==> src/rtl/div_shift_core_pkg.sv <==
// Shared sizing for the shift/subtract divider datapath.
// Widths default to the 32-bit build; the counter holds the value WIDTH.
package div_shift_core_pkg;
  localparam int DIV_WIDTH       = 32;
  localparam int DIV_WIDTH_LOG_2 = 5;
  localparam int DIV_CNT_W       = DIV_WIDTH_LOG_2 + 1;
endpackage

==> src/rtl/div_shift_core_if.sv <==
// Controller <-> datapath handshake: ld/sl strobes in, results and f_done out.
interface div_shift_core_if
  import div_shift_core_pkg::*;
#(
  parameter int WIDTH = DIV_WIDTH
);
  logic               ld;
  logic               sl;
  logic [2*WIDTH-1:0] init_val;
  logic               f_done;
  logic [WIDTH-1:0]   quotient;
  logic [WIDTH-1:0]   remainder;
  logic               div_by_zero;

  modport master (
    output ld, sl, init_val,
    input  f_done, quotient, remainder, div_by_zero
  );

  modport slave (
    input  ld, sl, init_val,
    output f_done, quotient, remainder, div_by_zero
  );
endinterface

==> src/rtl/div_shift_core_step.sv <==
// One restoring-division iteration: shift in the next dividend bit and try
// to subtract the divisor. Kept separate so a radix-4 core can chain two.
module div_step
  import div_shift_core_pkg::*;
#(
  parameter int WIDTH = DIV_WIDTH
) (
  input  logic [WIDTH-1:0] rem,
  input  logic             quo_msb,
  input  logic [WIDTH-1:0] dvsr,
  output logic [WIDTH:0]   rem_next,
  output logic             q_bit
);
  logic [WIDTH:0] shifted;
  logic [WIDTH:0] trial;

  assign shifted  = {rem, quo_msb};
  assign trial    = shifted - {1'b0, dvsr};
  // A clear borrow bit means the divisor fit: keep the difference.
  assign q_bit    = ~trial[WIDTH];
  assign rem_next = q_bit ? trial : shifted;
endmodule

==> src/rtl/div_shift_core.sv <==
// Radix-2 restoring divider datapath driven by the divider controller's
// ld/sl strobes; one quotient bit per sl cycle, f_done pulses on completion.
module div_shift_core
  import div_shift_core_pkg::*;
#(
  parameter int WIDTH = DIV_WIDTH,
  parameter int CNT_W = DIV_CNT_W
) (
  input  logic           clk,
  input  logic           rst,
  div_shift_core_if.slave bus
);
  logic [WIDTH-1:0] quo_reg;
  logic [WIDTH:0]   rem_reg;
  logic [WIDTH-1:0] dvsr_reg;
  logic [CNT_W-1:0] cnt_reg;
  logic             done_reg;
  logic             f_done_reg;
  logic             dz_reg;

  logic [WIDTH-1:0] dividend_in;
  logic [WIDTH-1:0] divisor_in;
  logic [WIDTH:0]   rem_next;
  logic             q_bit_next;
  logic             last_step;

  assign dividend_in = bus.init_val[2*WIDTH-1:WIDTH];
  assign divisor_in  = bus.init_val[WIDTH-1:0];
  assign last_step   = (cnt_reg == CNT_W'(WIDTH - 1));

  div_step #(.WIDTH(WIDTH)) u_step (
    .rem      (rem_reg[WIDTH-1:0]),
    .quo_msb  (quo_reg[WIDTH-1]),
    .dvsr     (dvsr_reg),
    .rem_next (rem_next),
    .q_bit    (q_bit_next)
  );

  always_ff @(posedge clk or negedge rst) begin
    if (!rst) begin
      quo_reg    <= '0;
      rem_reg    <= '0;
      dvsr_reg   <= '0;
      cnt_reg    <= '0;
      done_reg   <= 1'b0;
      f_done_reg <= 1'b0;
      dz_reg     <= 1'b0;
    end else begin
      f_done_reg <= 1'b0;
      if (bus.ld) begin
        quo_reg  <= dividend_in;
        rem_reg  <= '0;
        dvsr_reg <= divisor_in;
        cnt_reg  <= '0;
        done_reg <= 1'b0;
        dz_reg   <= (divisor_in == '0);
      end else if (bus.sl && !done_reg) begin
        if (dz_reg) begin
          // quo still holds the untouched dividend here.
          quo_reg    <= '1;
          rem_reg    <= {1'b0, quo_reg};
          done_reg   <= 1'b1;
          f_done_reg <= 1'b1;
        end else begin
          rem_reg <= rem_next;
          quo_reg <= {quo_reg[WIDTH-2:0], q_bit_next};
          cnt_reg <= cnt_reg + CNT_W'(1);
          if (last_step) begin
            done_reg   <= 1'b1;
            f_done_reg <= 1'b1;
          end
        end
      end
    end
  end

  // The partial remainder is always below the divisor, so its top bit never reaches the outputs.
  logic unused_rem_msb;
  assign unused_rem_msb = rem_reg[WIDTH];

  assign bus.f_done      = f_done_reg;
  assign bus.quotient    = quo_reg;
  assign bus.remainder   = rem_reg[WIDTH-1:0];
  assign bus.div_by_zero = dz_reg;
endmodule

==> src/flat_wrapper.sv <==
// flat-port wrapper written by rule: the top's interface ports become plain ports
module div_shift_core_flat import div_shift_core_pkg::*;
#(
  parameter int WIDTH = DIV_WIDTH,
  parameter int CNT_W = DIV_CNT_W
)
  (clk, rst, bus_ld, bus_sl, bus_init_val, bus_f_done, bus_quotient, bus_remainder, bus_div_by_zero);
  div_shift_core_if #(.WIDTH(WIDTH)) bus_i ();
  input  logic clk;
  input  logic rst;
  input wire logic [$bits(bus_i.ld)-1:0] bus_ld;
  input wire logic [$bits(bus_i.sl)-1:0] bus_sl;
  input wire logic [$bits(bus_i.init_val)-1:0] bus_init_val;
  output wire logic [$bits(bus_i.f_done)-1:0] bus_f_done;
  output wire logic [$bits(bus_i.quotient)-1:0] bus_quotient;
  output wire logic [$bits(bus_i.remainder)-1:0] bus_remainder;
  output wire logic [$bits(bus_i.div_by_zero)-1:0] bus_div_by_zero;
  assign bus_i.ld = bus_ld;
  assign bus_i.sl = bus_sl;
  assign bus_i.init_val = bus_init_val;
  assign bus_f_done = bus_i.f_done;
  assign bus_quotient = bus_i.quotient;
  assign bus_remainder = bus_i.remainder;
  assign bus_div_by_zero = bus_i.div_by_zero;
  div_shift_core #(.WIDTH(WIDTH), .CNT_W(CNT_W)) u_core (.clk(clk), .rst(rst), .bus(bus_i));
endmodule
==> config.mk <==
export PLATFORM = sky130hd
export DESIGN_NAME = div_shift_core_flat
export DESIGN_NICKNAME = d
export VERILOG_FILES = /design/src/rtl/div_shift_core_pkg.sv /design/src/rtl/div_shift_core_if.sv /design/src/rtl/div_shift_core_step.sv /design/src/rtl/div_shift_core.sv /design/src/flat_wrapper.sv
export SDC_FILE = /design/constraint.sdc
export NUM_CORES = 1
export LEC_CHECK = 0
export ABC_AREA = 1
export ABC_CLOCK_PERIOD_IN_PS = 2400
export CAP_MARGIN = 20
export CORE_MARGIN = 8
export CORE_UTILIZATION = 49
export DETAILED_ROUTE_END_ITERATION = 10
export PLACE_DENSITY_LB_ADDON = 0.15
export SETUP_SLACK_MARGIN = 0.02
export SLEW_MARGIN = 20
export SYNTH_ARGS = -nofsm -noshare
export SYNTH_HDL_FRONTEND = slang
export SYNTH_SLANG_ARGS = --single-unit
export TNS_END_PERCENT = 50
==> constraint.sdc <==
create_clock -name clk -period 2.4 [get_ports clk]
set_input_delay 0.48 -clock clk [delete_from_list [all_inputs] [get_ports clk]]
set_output_delay 0.48 -clock clk [all_outputs]
set_load 0.02 [all_outputs]
==> flow_summary_export.csv, run 1 <==
group,metric,value,unit
power,p_int,4.75,mW
finish,final_area,10500,µm²
logic_synthesis,synth_most_common_cell,"nand2_1",
logic_synthesis,synth.top_cells.by_count,"488 x nand2_1, 226 x inv_1, 105 x dfrtp_1",
placed_design,dpl-instance-area,9720,µm²
placed_design,dp_hpwl,19.7,mm
sta,timing.final.crit_share,99.1,%
logic_synthesis,synth-edff-count,0,
finish,layout-drive-gt1-share,11.3,%
worst_hold_path,hold_class,"in -> async",
power,switching_share,42.4,%
drt,drt-total-wl,26.2,mm
setup_path,critPathKind,"reg -> reg",
global_route,antenna_found_initial,0,
logic_synthesis,async_flop_share,100,%
placed_design,portBuffers,133,
sta,hold_violations,0,
finish,areaGrowthSynthToFinish,33.6,%
power,powerDensity,784,nW/µm²
clock_tree,cts_buffers,9,
power,ir_drop,0.450,mV
finish,final_cells,1619,
logic_synthesis,syn_inst,1240,
logic_synthesis,synth_cell_types,37,
setup_path,crit_start,"u_core.rem_reg[4]",
logic_synthesis,netlist_area,7870,µm²
drt,final_antenna_net_count,0,
die,dieArea,20400,µm²
die,rows,46,
drt,vias_per_cell,5.24,
global_route,overflow,0,
drt,wl_per_cell,16.2,µm
clock_tree,h-tree-depth,3,
setup_path,path_max_fanout,7,
drt,vias,8486,
sta,slew_viol_final,0,
drt,firstDrtPassIters,8,
sta,hold_ws,0.00597,ns
setup_path,worstReg2RegStart,"u_core.rem_reg[4]",
global_route,grt_pass1_wl,40.7,mm
power,leakage,5.62,nW
placed_design,dpl.cell_count,1599,
clock_tree,clockBufferDepth,2,
logic_synthesis,syn_area_per_cell,6.35,µm²
die,die_height,143,µm
logic_synthesis,ys.flop_type,"dfrtp_1",
finish,fin_util,66.7,%
placed_design,gp_congestion,0.907,
power,seq_power_share,26.5,%
global_route,track_usage,25.3,%
logic_synthesis,ys_ff_latch,105,
drt,drc_errors,0,
global_route,grt_pass1_vias,7950,
sta,setup-violations-final,0,
sta,rsz0062_at_grt,"yes",
setup_path,r2r_cells,16,
power,p_clk_share,20.4,%
sta,fin_worst_skew,0.00984,ns
job,cap_violations,0,
setup_path,crit_required,2.65,ns
sta,fmax,420,MHz
setup_path,worst_setup_path_end_kind,"flop",
clock_tree,root_buffer,"clkbuf_16",
drt,drtIter0Drc,906,
die,core_area,15800,µm²
sta,relSlewSlack,53.2,%
sta,tns,0,ns
power,power.switching,3.50,mW
die,die_x,143,µm
power,comb_power_share,53.1,%
sta,post-route-min-period,2.38,ns
setup_path,crit_chain,"ha_1, nand2_1, nand2_1, a21oi_1, nand2_2, nand2_2, nand2_4, nand2_4, nand2_4, nand2_4, nand2_8, clkbuf_16, nand2_2, nand3_1, nand2_1, nand2_1",
clock_tree,insertion_delay,0.36,ns
status,status,"finished, final reports clean",
logic_synthesis,synth_area_leader_cell,"dfrtp_1",
sta,worst_pin_slew,0.702,ns
logic_synthesis,synth_top_cells_by_area,"dfrtp_1 33%, nand2_1 23%, inv_1 11%, ha_1 5.2%, nand3_1 4.8%",
global_route,grt_max_degree,82,
logic_synthesis,ys_seq_area_share,33.4,%
setup_path,cp_slowest_cell,"dfrtp_1",
logic_synthesis,syn_nets,1342,
setup_path,crit_arrival,2.63,ns
clock_tree,clk_pin_slew_worst_paths,0.08,ns
finish,fillCellCount,1452,
die,initial_core_util,49.9,%
finish,diodes,0,
placed_design,pre_cts_slack,-0.0127,ns
power,total_power,8.24,mW
logic_synthesis,yosys_warnings,0,
clock_tree,cts_tree,"built",
logic_synthesis,synth_top_area_share,33.4,%
finish,fin_nets,1500,
setup_path,critPathLaunchType,"flop",
sta,finalWorstSetupSlack,0.0215,ns
die,ios,134,
clock_tree,cts.sinks,105,
setup_path,cpPeakStageDelay,0.41,ns
-- logic make-up after synthesis --
kind of cell	Yosys count	share of synthesized area [%]
simple gates	673	35.5
buf+inv	276	13.7
compound gates	137	10.2
flops	105	33.4
fa+ha+maj	34	5.50
xor+xnor	15	1.67
-- routing by layer --
| metal | routed length [µm] | up-vias | GRT usage (%) |
|---|---|---|---|
| met2 | 11800 | 309 | 38.5 |
| met5 | 0 | - | 0 |
| li1 | - | 4166 | - |
| met3 | 2100 | 29 | 5.94 |
| met1 | 11900 | 3982 | 35.3 |
| met4 | 420 | 0 | 6.43 |
-- critical path: cells and delay by family, from the launching register on --
family | cells | cell delay (ns)
adders and majority gates | 1 | 0.39
buffers and inverters | 1 | 0.17
DFF | 1 | 0.41
AOI/OAI and AO/OA | 1 | 0.20
and+or+nand+nor | 13 | 1.11
-- power by group through the flow --
stage | sequential [mW] | combinational (mW) | clock [mW]
floorplan | 2.38 | 2.20 | 0
global placement | 2.18 | 3.81 | 0
detailed placement | 2.18 | 3.84 | 0
CTS | 2.15 | 3.88 | 1.69
global route | 2.21 | 4.80 | 1.76
finish | 2.18 | 4.38 | 1.68
-- repair_timing --
item,CTS,global route
buffers inserted,0,2
pin swaps,0,15
gates resized for setup,1,80
hold buffers,0,0
setup endpoints to repair,16,33
cloned,0,2
-- placed cells by master, fill, tap and decap left out, types with 11 or more instances in the layout --
master	synthesis	layout
a21oi_1	53	50
a22oi_1	12	12
a32oi_1	19	19
buf_4	4	54
clkbuf_16	0	11
clkdlybuf4s50_1	0	131
dfrtp_1	105	104
ha_1	33	11
ha_4	0	16
inv_1	226	222
nand2_1	488	466
nand2_2	6	23
nand3_1	76	75
nand4_1	12	12
nor2_1	49	43
o21ai_0	47	47
xnor2_1	12	12
-- final cells by class --
| cell class | instances | area (µm²) | area share [%] |
|---|---|---|---|
| clock inverters | 6 | 98.8 | 0.940 |
| flip-flops and latches | 105 | 2630 | 25.0 |
| inverters | 230 | 863 | 8.21 |
| multi-input cells | 859 | 4560 | 43.3 |
| repair buffers | 193 | 1870 | 17.8 |
| clock buffers | 10 | 229 | 2.18 |
| well taps | 216 | 270 | 2.57 |
-- final timing paths --
kind                                          end  slack [ns]
max                            u_core.rem_reg[21]        0.02
max in group asynchronous      u_core.rem_reg[26]        1.77
min in group clk                  u_core.done_reg        0.41
max reg2reg                    u_core.rem_reg[21]        0.02
min reg2reg                       u_core.done_reg        0.51
min                        u_core.bus.quotient[6]       0.006
(Power assumes the default switching activity.)
==> run 2: changes to the inputs <==
- ABC_CLOCK_PERIOD_IN_PS: 2400 -> 1950
- CAP_MARGIN: 20 -> unset
- clock period: 2.4 -> 1.95 ns (I/O delays scaled with it)
==> flow_summary_export.csv, run 2 (synthesis results as in run 1) <==
group,metric,value,unit
status,status,"finished, violations left",
status,failed_checks,"negative setup slack",
setup_path,crit_family,"simple AND/OR/NAND/NOR gates",
die,dieArea,20400,µm²
drt,vias,9008,
sta,relSlewSlack,69.4,%
sta,slew_viol_final,0,
drt,vias_per_cell,5.20,
sta,hold_violations,0,
drt,top_layer,"met4",
sta,post-route-min-period,2.32,ns
finish,final_common_cell,"nand2_1",
clock_tree,clockBufferDepth,2,
sta,fmax,432,MHz
setup_path,cpPeakStageDelay,0.42,ns
setup_path,worst-path-buf-inv,3,
global_route,grt_pass1_vias,8742,
finish,areaGrowthSynthToFinish,44.1,%
drt,drc_errors,0,
finish,layout-drive-gt1-share,17.6,%
global_route,overflow,0,
clock_tree,cts_buffers,9,
die,rows,46,
drt,final_antenna_net_count,0,
power,seq_power_share,25.1,%
clock_tree,insertion_delay,0.36,ns
power,total_power,10.6,mW
sta,fin_worst_skew,0.00931,ns
clock_tree,cts.sinks,105,
die,ios,134,
finish,fin_nets,1614,
power,switching_share,41.8,%
setup_path,worst_setup_path_end_kind,"flop",
finish,seq_area,2630,µm²
power,comb_power_share,56.4,%
setup_path,path_max_fanout,18,
sta,worst_pin_slew,0.458,ns
global_route,track_usage,26.8,%
die,die_height,143,µm
die,initial_core_util,49.9,%
finish,diodes,0,
global_route,grt_max_degree,49,
drt,met3_length,2.25,mm
drt,firstDrtPassIters,5,
clock_tree,h-tree-depth,3,
sta,rsz0062_at_grt,"yes",
die,die_x,143,µm
sta,tns,-11.07,ns
setup_path,crit_chain,"ha_4, fa_2, inv_2, nand2_2, nand2_2, nand3_2, nand2_2, nand2_2, nand2_4, nand2_4, nand3_4, buf_6, buf_12, nand3_1, nand3_1, nand2_1, nand2_1",
drt,met2WireLength,12.5,mm
power,leakage,6.36,nW
die,core_area,15800,µm²
setup_path,cp_slowest_cell,"dfrtp_1",
global_route,antenna_found_initial,0,
drt,drt-total-wl,27.3,mm
power,power.switching,4.45,mW
setup_path,cp_common_cell,"nand2_2",
finish,final_cell_mix,"470 x nand2_1, 219 x inv_1, 164 x buf_4",
clock_tree,cts_tree,"built",
sta,timing.final.crit_share,119,%
power,powerDensity,937,nW/µm²
sta,finalWorstSetupSlack,-0.367,ns
drt,wl_per_cell,15.7,µm
drt,met1_length,11.9,mm
setup_path,crit_arrival,2.62,ns
setup_path,critPathKind,"reg -> reg",
placed_design,gp_congestion,0.942,
placed_design,portBuffers,133,
global_route,grt_pass1_wl,43.3,mm
finish,fillCellCount,1291,
setup_path,critPathLaunchType,"flop",
job,cap_violations,0,
sta,setup-violations-final,33,
drt,drtIter0Drc,790,
finish,final_cells,1733,
power,ir_drop,0.547,mV
finish,multiInputGateArea,4530,µm²
power,p_int,6.19,mW
setup_path,crit_required,2.25,ns
worst_hold_path,hold_class,"in -> reg",
power,p_clk_share,18.5,%
clock_tree,root_buffer,"clkbuf_16",
placed_design,dpl.cell_count,1710,
clock_tree,clk_pin_slew_worst_paths,0.07,ns
placed_design,dp_hpwl,20.9,mm
run 2: cell count changes in the layout (fill, tap and decap cells not counted), moves of 7 or more:
| cell | previous run | this run |
|---|---|---|
| buf_4 | 54 | 164 |
| clkdlybuf4s50_1 | 131 | 116 |
| dlygate4sd2_1 | 0 | 8 |
| dlymetal6s2s_1 | 0 | 7 |
run 2: layout make-up:
| cell class | instances | area share [%] |
|---|---|---|
| clock inverter | 5 | 0.551 |
| inverter | 230 | 7.61 |
| clock buffer | 11 | 2.14 |
| tap | 216 | 2.38 |
| sequential | 105 | 23.2 |
| multi-input combinational | 859 | 39.9 |
| timing repair buffer | 307 | 24.2 |
run 2: repair_timing:
item                       CTS  global route
hold buffers                 1             0
setup endpoints to repair   33            34
setup buffers                2             3
hold endpoints to repair    19             0
resized for setup           33            53
pin swaps                    7            24
gates cloned                 1             0
run 2: worst paths after layout:
kind / from / to / slack [ns] / cells after the start
worst min register to register: u_core.done_reg / u_core.done_reg / 0.52 / 2
min in group asynchronous: rst / u_core.bus.quotient[7] / 0.47 / 2
max in group asynchronous: rst / u_core.bus.quotient[25] / 0.94 / 3
worst max register to register: u_core.dvsr_reg[0] / u_core.rem_reg[7] / -0.37 / 17
worst min-delay path: bus_ld / u_core.bus.quotient[31] / 0.40 / 3
worst max-delay path: u_core.dvsr_reg[0] / u_core.rem_reg[7] / -0.37 / 17
run 2: power groups by stage:
stage,clock (mW),combinational (mW),sequential (mW)
after detailed placement,0,5.43,2.67
after global placement,0,5.37,2.66
after CTS,1.97,5.68,2.65
after global routing,2.06,6.53,2.70
final,1.97,5.99,2.67
after floorplan,0,2.72,2.93
run 2: tightest hold or removal path: stages:
cell and delay, ns:
buf_2 0.14, nand2_1 0.09, a32oi_1 0.09
run 2: per-stage QoR:
step	area (µm²)	util, %	hold slack, ns	setup slack [ns]
6_report	11300	71.9	0.397	-0.367
5_1_grt	11300	71.9	0.402	-0.498
4_1_cts	11100	70.4	0.386	-0.321
3_5_place_dp	10600	67.1	0.310	-0.363
3_3_place_gp	10600	67.1	0.308	-0.280
2_1_floorplan	7890	-	0.0944	-0.211
run 2: routing by layer:
layer  vias up  track usage, %
met5         -               0
met4         0            9.51
met3        47            4.54
met2       388            42.8
met1      4188            35.8
li1       4385               -
